**src/rtl/hazard_pkg.sv**
```systemverilog
// Shared constants for the ID/EX hazard scoreboard: default geometry, producer latencies, bypass encoding.
package hazard_pkg;
    localparam int DEF_REG_ADDR_W = 5;
    localparam int DEF_NUM_FWD    = 2;

    localparam int LAT_ALU  = 1;
    localparam int LAT_LOAD = 2;
    localparam int LAT_MUL  = 3;
    localparam int LAT_DIV  = 8;

    // Bypass select value meaning "read the register file".
    localparam int FSEL_RF = 0;

    function automatic int fsel_w(input int num_fwd);
        return $clog2(num_fwd + 1);
    endfunction
endpackage

```
**src/rtl/fwd_priority_sel.sv**
```systemverilog
// Priority encoder for one source operand: picks the youngest forwarding stage writing that register.
// Stage k maps to select k+1; no match or x0 maps to the register-file select.
module fwd_priority_sel
    import hazard_pkg::*;
#(
    parameter int REG_ADDR_W = DEF_REG_ADDR_W,
    parameter int NUM_FWD    = DEF_NUM_FWD,
    parameter int FSEL_W     = fsel_w(NUM_FWD)
) (
    input  logic [REG_ADDR_W-1:0]         i_src,
    input  logic [NUM_FWD*REG_ADDR_W-1:0] i_fwd_rd,
    input  logic [NUM_FWD-1:0]            i_fwd_regwr,
    output logic [FSEL_W-1:0]             o_sel
);
    // Walk oldest to youngest so the youngest match is the one left standing.
    always_comb begin
        o_sel = FSEL_W'(FSEL_RF);
        for (int k = NUM_FWD - 1; k >= 0; k--) begin
            if ((i_src != '0) && i_fwd_regwr[k] &&
                (i_fwd_rd[k*REG_ADDR_W +: REG_ADDR_W] == i_src)) begin
                o_sel = FSEL_W'(k + 1);
            end
        end
    end
endmodule

```
**src/rtl/hazard_scoreboard.sv**
```systemverilog
// ID/EX hazard scoreboard: per-register result countdown drives the ID stall, plus bypass selects
// and a saturating stall-cycle counter.
module hazard_scoreboard
    import hazard_pkg::*;
#(
    parameter int REG_ADDR_W = DEF_REG_ADDR_W,
    parameter int NUM_SRC    = 2,
    parameter int NUM_FWD    = DEF_NUM_FWD,
    parameter int MAX_LAT    = LAT_DIV,
    parameter int PERF_W     = 32,
    parameter int CNT_W      = $clog2(MAX_LAT + 1),
    parameter int FSEL_W     = fsel_w(NUM_FWD)
) (
    input  logic                          clk,
    input  logic                          rst,
    input  logic                          issue_valid,
    input  logic [REG_ADDR_W-1:0]         issue_rd,
    input  logic                          issue_regwr,
    input  logic [CNT_W-1:0]              issue_lat,
    input  logic [NUM_SRC*REG_ADDR_W-1:0] issue_rs,
    input  logic                          flush,
    input  logic [NUM_SRC*REG_ADDR_W-1:0] ex_rs,
    input  logic [NUM_FWD*REG_ADDR_W-1:0] fwd_rd,
    input  logic [NUM_FWD-1:0]            fwd_regwr,
    output logic [NUM_SRC*FSEL_W-1:0]     forward_sel,
    output logic                          stall,
    output logic [PERF_W-1:0]             stall_cycles
);
    localparam int NUM_REGS = 2 ** REG_ADDR_W;

    logic [CNT_W-1:0]  r_cnt [NUM_REGS];
    logic [CNT_W-1:0]  w_dec [NUM_REGS];
    logic [PERF_W-1:0] r_stall_cycles;
    logic [NUM_SRC-1:0] w_src_busy;
    logic [CNT_W-1:0]  w_lat_eff;
    logic              w_fire;

    for (genvar r = 0; r < NUM_REGS; r++) begin : g_dec
        assign w_dec[r] = (r_cnt[r] == '0) ? '0 : r_cnt[r] - 1'b1;
    end

    // A count of 1 means the result lands in stage 0 next cycle and can be bypassed.
    for (genvar i = 0; i < NUM_SRC; i++) begin : g_src
        logic [REG_ADDR_W-1:0] w_rs;
        assign w_rs          = issue_rs[i*REG_ADDR_W +: REG_ADDR_W];
        assign w_src_busy[i] = (w_rs != '0) && (r_cnt[w_rs] >= CNT_W'(2));

        fwd_priority_sel #(
            .REG_ADDR_W (REG_ADDR_W),
            .NUM_FWD    (NUM_FWD),
            .FSEL_W     (FSEL_W)
        ) u_fwd_sel (
            .i_src       (ex_rs[i*REG_ADDR_W +: REG_ADDR_W]),
            .i_fwd_rd    (fwd_rd),
            .i_fwd_regwr (fwd_regwr),
            .o_sel       (forward_sel[i*FSEL_W +: FSEL_W])
        );
    end

    assign stall  = issue_valid & ~flush & (|w_src_busy);
    assign w_fire = issue_valid & ~stall & ~flush & issue_regwr & (issue_rd != '0);

    always_comb begin
        w_lat_eff = issue_lat;
        if (issue_lat > CNT_W'(MAX_LAT)) begin
            w_lat_eff = CNT_W'(MAX_LAT);
        end else if (issue_lat < CNT_W'(LAT_ALU)) begin
            w_lat_eff = CNT_W'(LAT_ALU);
        end
    end

    // WAW: a re-issue never shortens an outstanding, later-completing result.
    always_ff @(posedge clk) begin
        if (rst) begin
            for (int r = 0; r < NUM_REGS; r++) begin
                r_cnt[r] <= '0;
            end
            r_stall_cycles <= '0;
        end else begin
            r_cnt[0] <= '0;
            for (int r = 1; r < NUM_REGS; r++) begin
                if (w_fire && (issue_rd == REG_ADDR_W'(r)) && (w_lat_eff > w_dec[r])) begin
                    r_cnt[r] <= w_lat_eff;
                end else begin
                    r_cnt[r] <= w_dec[r];
                end
            end
            if (stall && !(&r_stall_cycles)) begin
                r_stall_cycles <= r_stall_cycles + 1'b1;
            end
        end
    end

    assign stall_cycles = r_stall_cycles;
endmodule

```
**config.mk**
```make
export PLATFORM = sky130hd
export DESIGN_NAME = hazard_scoreboard
export DESIGN_NICKNAME = d
export VERILOG_FILES = /design/src/rtl/hazard_pkg.sv /design/src/rtl/fwd_priority_sel.sv /design/src/rtl/hazard_scoreboard.sv
export SDC_FILE = /design/constraint.sdc
export NUM_CORES = 1
export LEC_CHECK = 0
export BUFFER_PORTS_ARGS = -buffer_cell sky130_fd_sc_hd__buf_4
export CORE_ASPECT_RATIO = 2
export CORE_UTILIZATION = 45
export CTS_BUF_LIST = sky130_fd_sc_hd__clkbuf_16
export DETAILED_ROUTE_END_ITERATION = 6
export HOLD_SLACK_MARGIN = 0.1
export PLACE_DENSITY_LB_ADDON = 0.15
export SLEW_MARGIN = 10
export SYNTH_ARGS = -nofsm -noshare
export SYNTH_HDL_FRONTEND = slang
export SYNTH_SLANG_ARGS = --single-unit
```
**constraint.sdc**
```tcl
create_clock -name clk -period 5.86 [get_ports clk]
set_input_delay 1.172 -clock clk [delete_from_list [all_inputs] [get_ports clk]]
set_output_delay 1.172 -clock clk [all_outputs]
set_load 0.05 [all_outputs]
```
After elaboration in Yosys (flattened, before gate mapping)
Memories as Yosys holds them, arrays and structs flattened.
Index checks and enable logic that the tools add are counted.
- register bits after elaboration: 32
- memory bits (writable): 128
- input port bits: 46
- output and inout bits: 37
- word-level logic and storage cells: 576
- memories kept: 1
- memories (memory ; words ; bits a word ; rd ports ; clocked after Yosys merged registers in ; wr ports ; RTL line ; text):
    r_cnt ; 32 ; 4 ; 33 ; 0 ; 32 ; hazard_scoreboard.sv:31 ; logic [CNT_W-1:0] r_cnt [NUM_REGS];
- $add $sub $neg: 32
- magnitude comparators: 35
- equal/unequal tests: 35
- multiplexer cells: 289
- bitwise logic cells: 71
- reduce and logical (&&, ||, !) cells: 112
- operator list (operator ; count):
    2-to-1 mux 4 bit ; 96
    2-to-1 mux 1 bit ; 189
    > comparator 4 bit ; 31
    zero test 4 bit ; 31
    subtractor 4 x 1 -> 4 bit (second input constant) ; 31
    == test 5 bit (second input constant) ; 16
    logical AND 1 bit ; 73
    bitwise OR 1 bit ; 63
    == test 5 x 4 -> 1 bit (second input constant) ; 8
    adder 32 x 1 -> 32 bit (second input constant) ; 1
    AND reduction 32 bit ; 1
    nonzero test 5 bit ; 5
    == test 5 x 3 -> 1 bit (second input constant) ; 4
    == test 5 bit ; 4
    == test 5 x 2 -> 1 bit (second input constant) ; 2
    greater-or-equal comparator 4 x 2 -> 1 bit (second input constant) ; 2
    2-to-1 mux 2 bit ; 4
    AND 1 bit ; 6
    == test 5 x 1 -> 1 bit (second input constant) ; 1
    > comparator 4 bit (second input constant) ; 1
    < comparator 4 x 1 -> 1 bit (second input constant) ; 1
    inverter 1 bit ; 2
    OR reduction 2 bit ; 1
    zero test 1 bit ; 1

Longest topological paths before layout
Gate-level depths: netlist of the first run.
An unclocked memory read counts as a cell.
- depth after elaboration: 17
- gate-level depth with buffers: 12
- mapped depth without buffers: 11

Hierarchy
From an unflattened synthesis of the first run, not the netlist that was laid out.
- cell total of the unflattened synthesis: 1366
- area, all modules: 13251.5 um2
- by module, submodules not included (module ; instances ; cells each ; area each (um2) ; seq. area each (um2)):
    hazard_scoreboard ; 1 ; 1330 ; 12973.7 ; 4364.2
    fwd_priority_sel ; 2 ; 18 ; 138.9 ; 0.0

Worst setup path after synthesis of the first run
Ideal clock, no wire load.
- path type: input to output
- start: input port issue_rs[5]
- end: output port stall
- data arrival time: 3.742 ns
- data required time: 4.688 ns
- slack: 0.946 ns
- stages: 11
- buffers on the path: 4
- cells stage by stage: buf_4 > inv_4 > mux4_2 > nor2b_4 > a2111oi_4 > a311oi_1 > and2_1 > buf_6 > clkbuf_1 > clkbuf_1 > nor2_1
- word-level cells in the longest chain between the ends: 5
- elaborated cells between the ends (all ways): 6
- classes of those cells: order compare (1); bitwise (1); reduce/logical (3); memory (1)
- ends and longest elaborated chain (what ; RTL line ; text):
    from (decl) ; hazard_scoreboard.sv:20 ; input logic [NUM_SRC*REG_ADDR_W-1:0] issue_rs,
    memory (32 x 4 bit) ; n/a ;
    greater-or-equal comparator 4 x 2 -> 1 bit ; hazard_scoreboard.sv:46 ; assign w_src_busy[i] = (w_rs != '0) && (r_cnt[w_rs] >= CNT_W'(2));
    logical AND 1 bit (*) ; hazard_scoreboard.sv:46 ;
    OR reduction 2 bit (*) ; hazard_scoreboard.sv:60 ; assign stall = issue_valid & ~flush & (|w_src_busy);
    AND 1 bit (*) ; hazard_scoreboard.sv:60 ;
    to (decl) ; hazard_scoreboard.sv:26 ; output logic stall,
Every way passes the cells marked *; elsewhere a longest branch is shown, timed or not.

==> results.md, run 1 <==
- Die height: roughly 240 um
- Layout cell share with drive strength beyond 1: 18.2%
- Number of port buffers: a little over 80
- Maxcap violations: 0
- Largest net degree at the start of global routing: slightly above 90
- Sequential-to-total area share from yosys stat: between 30% and 40%
- P per Cell Area: approximately 210 mW/mm^2
- Antenna cells: 0
- Largest family of logic cells by synthesized area: simple AND/OR/NAND/NOR gates
- Slowest stage delay, CP: ~800 ps
- CP required: roughly 4700 ps
- First DRT Iteration DRCs: about 540
- Post-cts resize count: 0
- CP bufs+invs: 1
- Via density: roughly 5.8
- Area taken by multi-input logic gates: between 0.009 and 0.01 mm^2
- Relative max-transition margin: roughly 26%
- Routed via count: 11365
- Min-delay worst type: flop to flop
- Dpl hpwl: 27200 um
- Async SR Flop Fraction: 0%
- Area after DPL: 0.0146 mm^2
- XOR/XNOR Fraction of Synth Area: under 10%
- Initial Util: 45.7%
- Seq cells post-synth: 156
- Sw Share: around a third
- LEAKAGE: 0.00584 uW
- Crit-path max FO: 5
- Synth top area share: roughly 28%
- CP delay by family, top: simple AND/OR/NAND/NOR gates
- Register Area: around 0.0044 mm^2
- Worst Hold Path Cells: 2
- Avg Cell Area, Syn: between 9 and 10 um^2
- CP arrival: about 3300 ps
- Root cell of the clock tree: clkbuf_16
- EDFF count, synth: ~120
- Synth cell types: 63
- Most common cell in the netlist: nor2_1
- Syn Inst Count: about 1400
- CTS Buf Count: 17
- Core Region: just under 0.03 mm^2
- Post-synthesis adder-cell area fraction: around an eighth
- Die ar.: 0.0301 mm^2
- Crit path time final: approximately 4500 ps
- GP Congestion: roughly 0.90
- All-layer global routing usage: 25.8%
- Fmax: between 200 and 250 MHz
- RSZ-0062 raised after global routing: no
- Outcome: finished, final reports clean
- Worst reg-to-reg path cell count: 9
- Layout area overhead: 15.1%
- Filler cells: 2740
- Main synth FF type: edfxtp_1
- Final Instance Area: around 0.015 mm^2
- Clock Skews: around 12 ps
- Yosys Warn Count: 0
- Clock power frac: 34.0%
- Max clock buf depth: 2
- Crit path kind: flop to output pin
- Levels on crit path: 8
- CTS sink count: about 160
- Mux cell area share after synthesis: between 10% and 20%
- First-pass GRT wire length: between 50000 and 60000 um
- Endpoints failing hold: 0
- Leading area contributor after synthesis: edfxtp_1
- Clock latency on the worst-skew pair: between 400 and 500 ps
- Routed wire length: 37300 um
- Number of global-route vias before repair: roughly 11000
- Startpoint types: flop
- Final Max Slew Viols: 0
- Post-route setup TNS: 0 ps
- Post-cts hold buffer count: 0
- Synth Area in Simple Gates: around 28%
- Synth area leaders: edfxtp_1, ha_1, mux2_2
- Sequential power share: between 40% and 50%
- GRT Residual Overflow: 0
- Wire per inst: between 15 and 20 um
- Synthesized area: ~0.013 mm^2
- CP Capture Type: output pin
- # setup viols final: 0
- Net Sw Power: approximately 1000 uW
- ANT nets after route: 0
- Clk pin slew, worst setup/hold paths: ~70 ps
- Initial antenna violation count: 0
- CP max stage cell: nor3_1
- Top Ports: 83
- CTS tree: yes
- Commonest cells post-synth: nor2_1, ha_1, edfxtp_1, a21oi_1, mux2_2
- Post-CTS Repair Setup Buffers: 0
- H-tree levels: 4
- DRC: 0
- FP Rows: 88
- Worst slew pin tran: ~1100 ps
- Compound-Gate Fraction of Synth Area: a little over a tenth
- Nets@finish: roughly 1800
- Die Wd: about 120 um
- Internal power: approximately 2100 uW
- Comb power frac: 23.9%
- TritonRoute pass-1 iters: 5
- Final worst path period share: approximately three quarters
- CP Cell Sequence: nor3_1, a2111oi_0, a211oi_1, a21oi_1, nor4_2, and2_1, nor2_1, buf_4
- IR drop worst, VDD: approximately 220 uV
-- cell families after synthesis --
family          count (synthesis)
simple gates                  652
compound gates                241
flops                         156
mux                           142
fa+ha+maj                     125
buf+inv                        67
xor+xnor                       22
other cells                     1
-- final cells by class --
cell class	count	area share [%]
clock inverter	15	0.808
tap	360	2.97
multi-input combinational	1306	59.6
clock buffer	17	2.80
inverter	9	0.239
sequential	156	28.7
timing repair buffer	98	4.85
-- cell usage in the layout, fill, tap and decap left out, drive strengths merged, types with 4 or more instances in the layout --
cell and n:
a2111oi 6, a21oi 100, and2 6, and3 4, buf 98, clkbuf 17, clkinv 8, conb 124
dfxtp 32, edfxtp 124, ha 125, inv 12, mux2 95, mux2i 40, mux4 7, nand2 41
nand2b 42, nand3 34, nand3b 7, nand4 50, nor2 211, nor2b 52, nor3 54, nor3b 27
nor4 39, o21a 17, o21ai 70, o31ai 23, o41ai 5, or2 29, or3 39, or4 13
xnor2 14, xor2 8
-- path summary, 6_finish.rpt --
path | startpoint | to | slack (ps)
worst min-delay path | stall_cycles[21] | stall_cycles[21] | 500
worst max-delay path | r_cnt[25][2] | stall | 1370
worst max register to register | r_cnt[25][2] | r_cnt[27][3] | 1560
worst min register to register | stall_cycles[21] | stall_cycles[21] | 500
-- flip-flops by register name (all words and copies together) (netlist names) --
| name | cells |
|---|---|
| stall_cycles | 32 |
| r_cnt | 124 |
-- per-stage QoR --
step / utilization, % / hold slack (ps) / power [uW] / std cells / setup WS (ps)
4_1_cts: 52.6 / 498 / 3180 / 1961 / 1430
2_1_floorplan: - / 673 / 1880 / 1529 / 946
3_5_place_dp: 50.7 / 489 / 2100 / 1929 / 1340
5_1_grt: 52.6 / 524 / 3320 / 1961 / 1250
6_report: 52.6 / 498 / 3160 / 1961 / 1370
3_3_place_gp: 50.7 / 483 / 2070 / 1929 / 1410
-- power groups by stage --
stage          clock network (uW)  logic, uW  registers [uW]
2_1_floorplan                   0        539            1340
3_3_place_gp                    0        724            1350
3_5_place_dp                    0        747            1350
4_1_cts                      1100        752            1330
5_1_grt                      1130        849            1340
6_report                     1070        753            1330
-- worst reg2reg max path, cell delays in order, from the launching register on --
cell       delay [ps]
edfxtp_1          450
nor3_1            800
a2111oi_0         270
a211oi_1          290
a21oi_1           120
nor4_2            330
nand2_4           490
buf_4             460
nor4_4            450
mux2_2            390
-- metal layers --
metal  GRT usage [%]  vias to the layer above  wire [um]
met5               0                        -          0
met4            13.8                        0       1800
met3            3.52                       94       1360
met2            50.0                      269      20700
met1            25.6                     5451      13400
li1                -                     5551          -
Power figures use the tool's default switching activity.
==> run 2, diff against run 1 <==
==> constraint.sdc (replaced) <==
create_clock -name clk -period 4 [get_ports clk]
set_input_delay 0.8 -clock clk [delete_from_list [all_inputs] [get_ports clk]]
set_output_delay 0.8 -clock clk [all_outputs]
set_load 0.05 [all_outputs]
==> run 2 against run 1 <==
Effect of this change: critical path depth did not move; worst setup slack lost 1100 ps; sequential cell count unchanged; clock power is 52% higher; hold slack better by 1.4 ps; clock skew is 1.3 ps higher; sequential power increased by 47%; largest cell class unchanged.
==> results.md, run 2 (synthesized netlist as in run 1, its figures left out) <==
- Crit-path max FO: 5 (unchanged)
- Outcome: finished, final reports clean
- All-layer global routing usage: 25.4% (-0.44 points)
- Clock power frac: 34.6% (+0.6 points)
- Die ar.: 0.0301 mm^2 (unchanged)
- Final worst slack: 248 ps (-1130 ps)
- Crit path time final: between 3000 and 4000 ps
- P per Cell Area: 304 mW/mm^2 (+46%)
- Layout cell share with drive strength beyond 1: 19.7% (+1.6 points)
- IR drop worst, VDD: 232 uV (+6.2%)
- Max clock buf depth: 2 (unchanged)
- Wire per inst: 18.6 um (-2.3%)
- Sequential power share: 41.3% (-0.8 points)
- Number of port buffers: 82 (unchanged)
- Top Ports: 83 (unchanged)
- TritonRoute pass-1 iters: 5 (unchanged)
- Setup WS pre-CTS: 316 ps (-1030 ps)
- Endpoints failing hold: 0 (unchanged)
- CTS tree: yes
- Routed via count: 11437 (+0.63%)
- Clk pin slew, worst setup/hold paths: 70 ps (about the same)
- CTS Buf Count: 17 (unchanged)
- ANT nets after route: 0 (unchanged)
- Antenna cells: 0 (unchanged)
- FP Rows: 88 (unchanged)
- Die height: 244 um (unchanged)
- Fmax: 267 MHz
- Dpl hpwl: 27500 um (+1.1%)
- LEAKAGE: 0.00605 uW (+3.6%)
- GP Congestion: 0.876 (-2.5%)
- Sw Share: 30.9% (-1.1 points)
- Internal power: 3260 uW (+52%)
- Number of global-route vias before repair: 11488 (unchanged)
- Most common cell after layout, fill and taps aside: nor2_1
- Via density: 5.74 (-0.93%)
- Post-cts resize count: 0 (unchanged)
- CP arrival: 2950 ps (-360 ps)
- Layout area overhead: 17.4%
- RSZ-0062 raised after global routing: no
- Post-route setup TNS: 0 ps (unchanged)
- H-tree levels: 4 (unchanged)
- Initial Util: 45.7% (unchanged)
- Most frequent cells in the layout: nor2_1, buf_4, ha_1
- First-pass GRT wire length: 58100 um (-0.63%)
- Comb power frac: 24.1% (+0.2 points)
- Net Sw Power: 1450 uW (+44%)
- Nets@finish: 1790 (+1.8%)
- Min-delay worst type: flop to flop
- Crit path kind: flop to output pin
- Relative max-transition margin: 31.9% (+6.2 points)
- Post-CTS Repair Setup Buffers: 0 (unchanged)
- Max reg flops: 124 (unchanged)
- Core Region: 0.0288 mm^2 (unchanged)
- Initial antenna violation count: 0 (unchanged)
- Root cell of the clock tree: clkbuf_16
- Maxcap violations: 0 (unchanged)
- CTS sink count: 156 (unchanged)
- CP required: 3200 ps (-1490 ps)
- CP Capture Type: output pin
- Most flop-heavy register: r_cnt
- Startpoint types: flop
- Post-cts hold buffer count: 0 (unchanged)
- Largest net degree at the start of global routing: 78 (-16%)
- Die Wd: 123 um (unchanged)
- Routed wire length: 37000 um (-0.75%)
- Clock Skews: 13.2 ps (+1.31 ps)
- Clock latency on the worst-skew pair: 450 ps (about the same)
- GRT Residual Overflow: 0 (unchanged)
- Final Max Slew Viols: 0 (unchanged)
- First DRT Iteration DRCs: 518 (-3.9%)
- Worst slew pin tran: 1020 ps (-97.0 ps)
- # setup viols final: 0 (unchanged)
- DRC: 0 (unchanged)
- Final worst path period share: between 90 and 100%
==> run 2: cell count changes in the layout (fill, tap and decap cells not counted), sizes merged <==
cell and delta:
inv +4, clkbuf +4, clkinv -4, bufinv -1, clkinvlp -3, buf +31
==> run 2: stage by stage <==
step	util (%)	hold slack [ps]	area [um^2]	instances	total power [uW]
2_1_floorplan	-	673	13700	1529	2750
3_3_place_gp	51.7	480	14900	1960	3070
3_5_place_dp	51.7	485	14900	1960	3110
4_1_cts	53.7	501	15500	1992	4750
5_1_grt	53.7	524	15500	1992	4940
6_report	53.7	499	15500	1992	4710
==> run 2: worst paths after layout <==
kind,from,to,slack (ps),depth (start not counted)
setup reg to reg,r_cnt[9][3],r_cnt[5][2],580,9
hold reg to reg,stall_cycles[6],stall_cycles[6],500,2
setup / recovery,r_cnt[9][3],stall,250,8
hold / removal,stall_cycles[6],stall_cycles[6],500,2
==> run 2: cell type report <==
class / count / area (um^2)
well taps: 360 / 450
inverters: 9 / 36.3
clock inverters: 11 / 57.6
flip-flops and latches: 156 / 4360
repair buffers: 129 / 1010
fillers: 2775 / 13300
multi-input cells: 1306 / 9060
clock buffers: 21 / 526
==> run 2: worst max-delay path, stage by stage, from the launching register on <==
cell,delay [ps]
edfxtp_1,440
nor3_2,490
mux4_2,330
nor2b_4,160
a2111oi_4,60
a311oi_1,450
and2_1,320
nor2_2,60
buf_4,190
==> run 2: routing by layer <==
layer | vias up | global-route usage [%] | wire (um) | share of wire, %
met5 | - | 0 | 0 | 0
met4 | 0 | 11.6 | 1390 | 3.8
met3 | 73 | 3.59 | 1110 | 3.0
met2 | 230 | 49.6 | 20900 | 56
met1 | 5524 | 25.5 | 13600 | 37
li1 | 5610 | - | - | -
==> run 2: power by group through the flow <==
stage          Sequential, uW  Combinational (uW)  Clock [uW]
6_report                 1950                1130        1630
5_1_grt                  1960                1270        1710
4_1_cts                  1950                1130        1670
3_5_place_dp             1980                1130           0
3_3_place_gp             1980                1090           0
2_1_floorplan            1960                 790           0
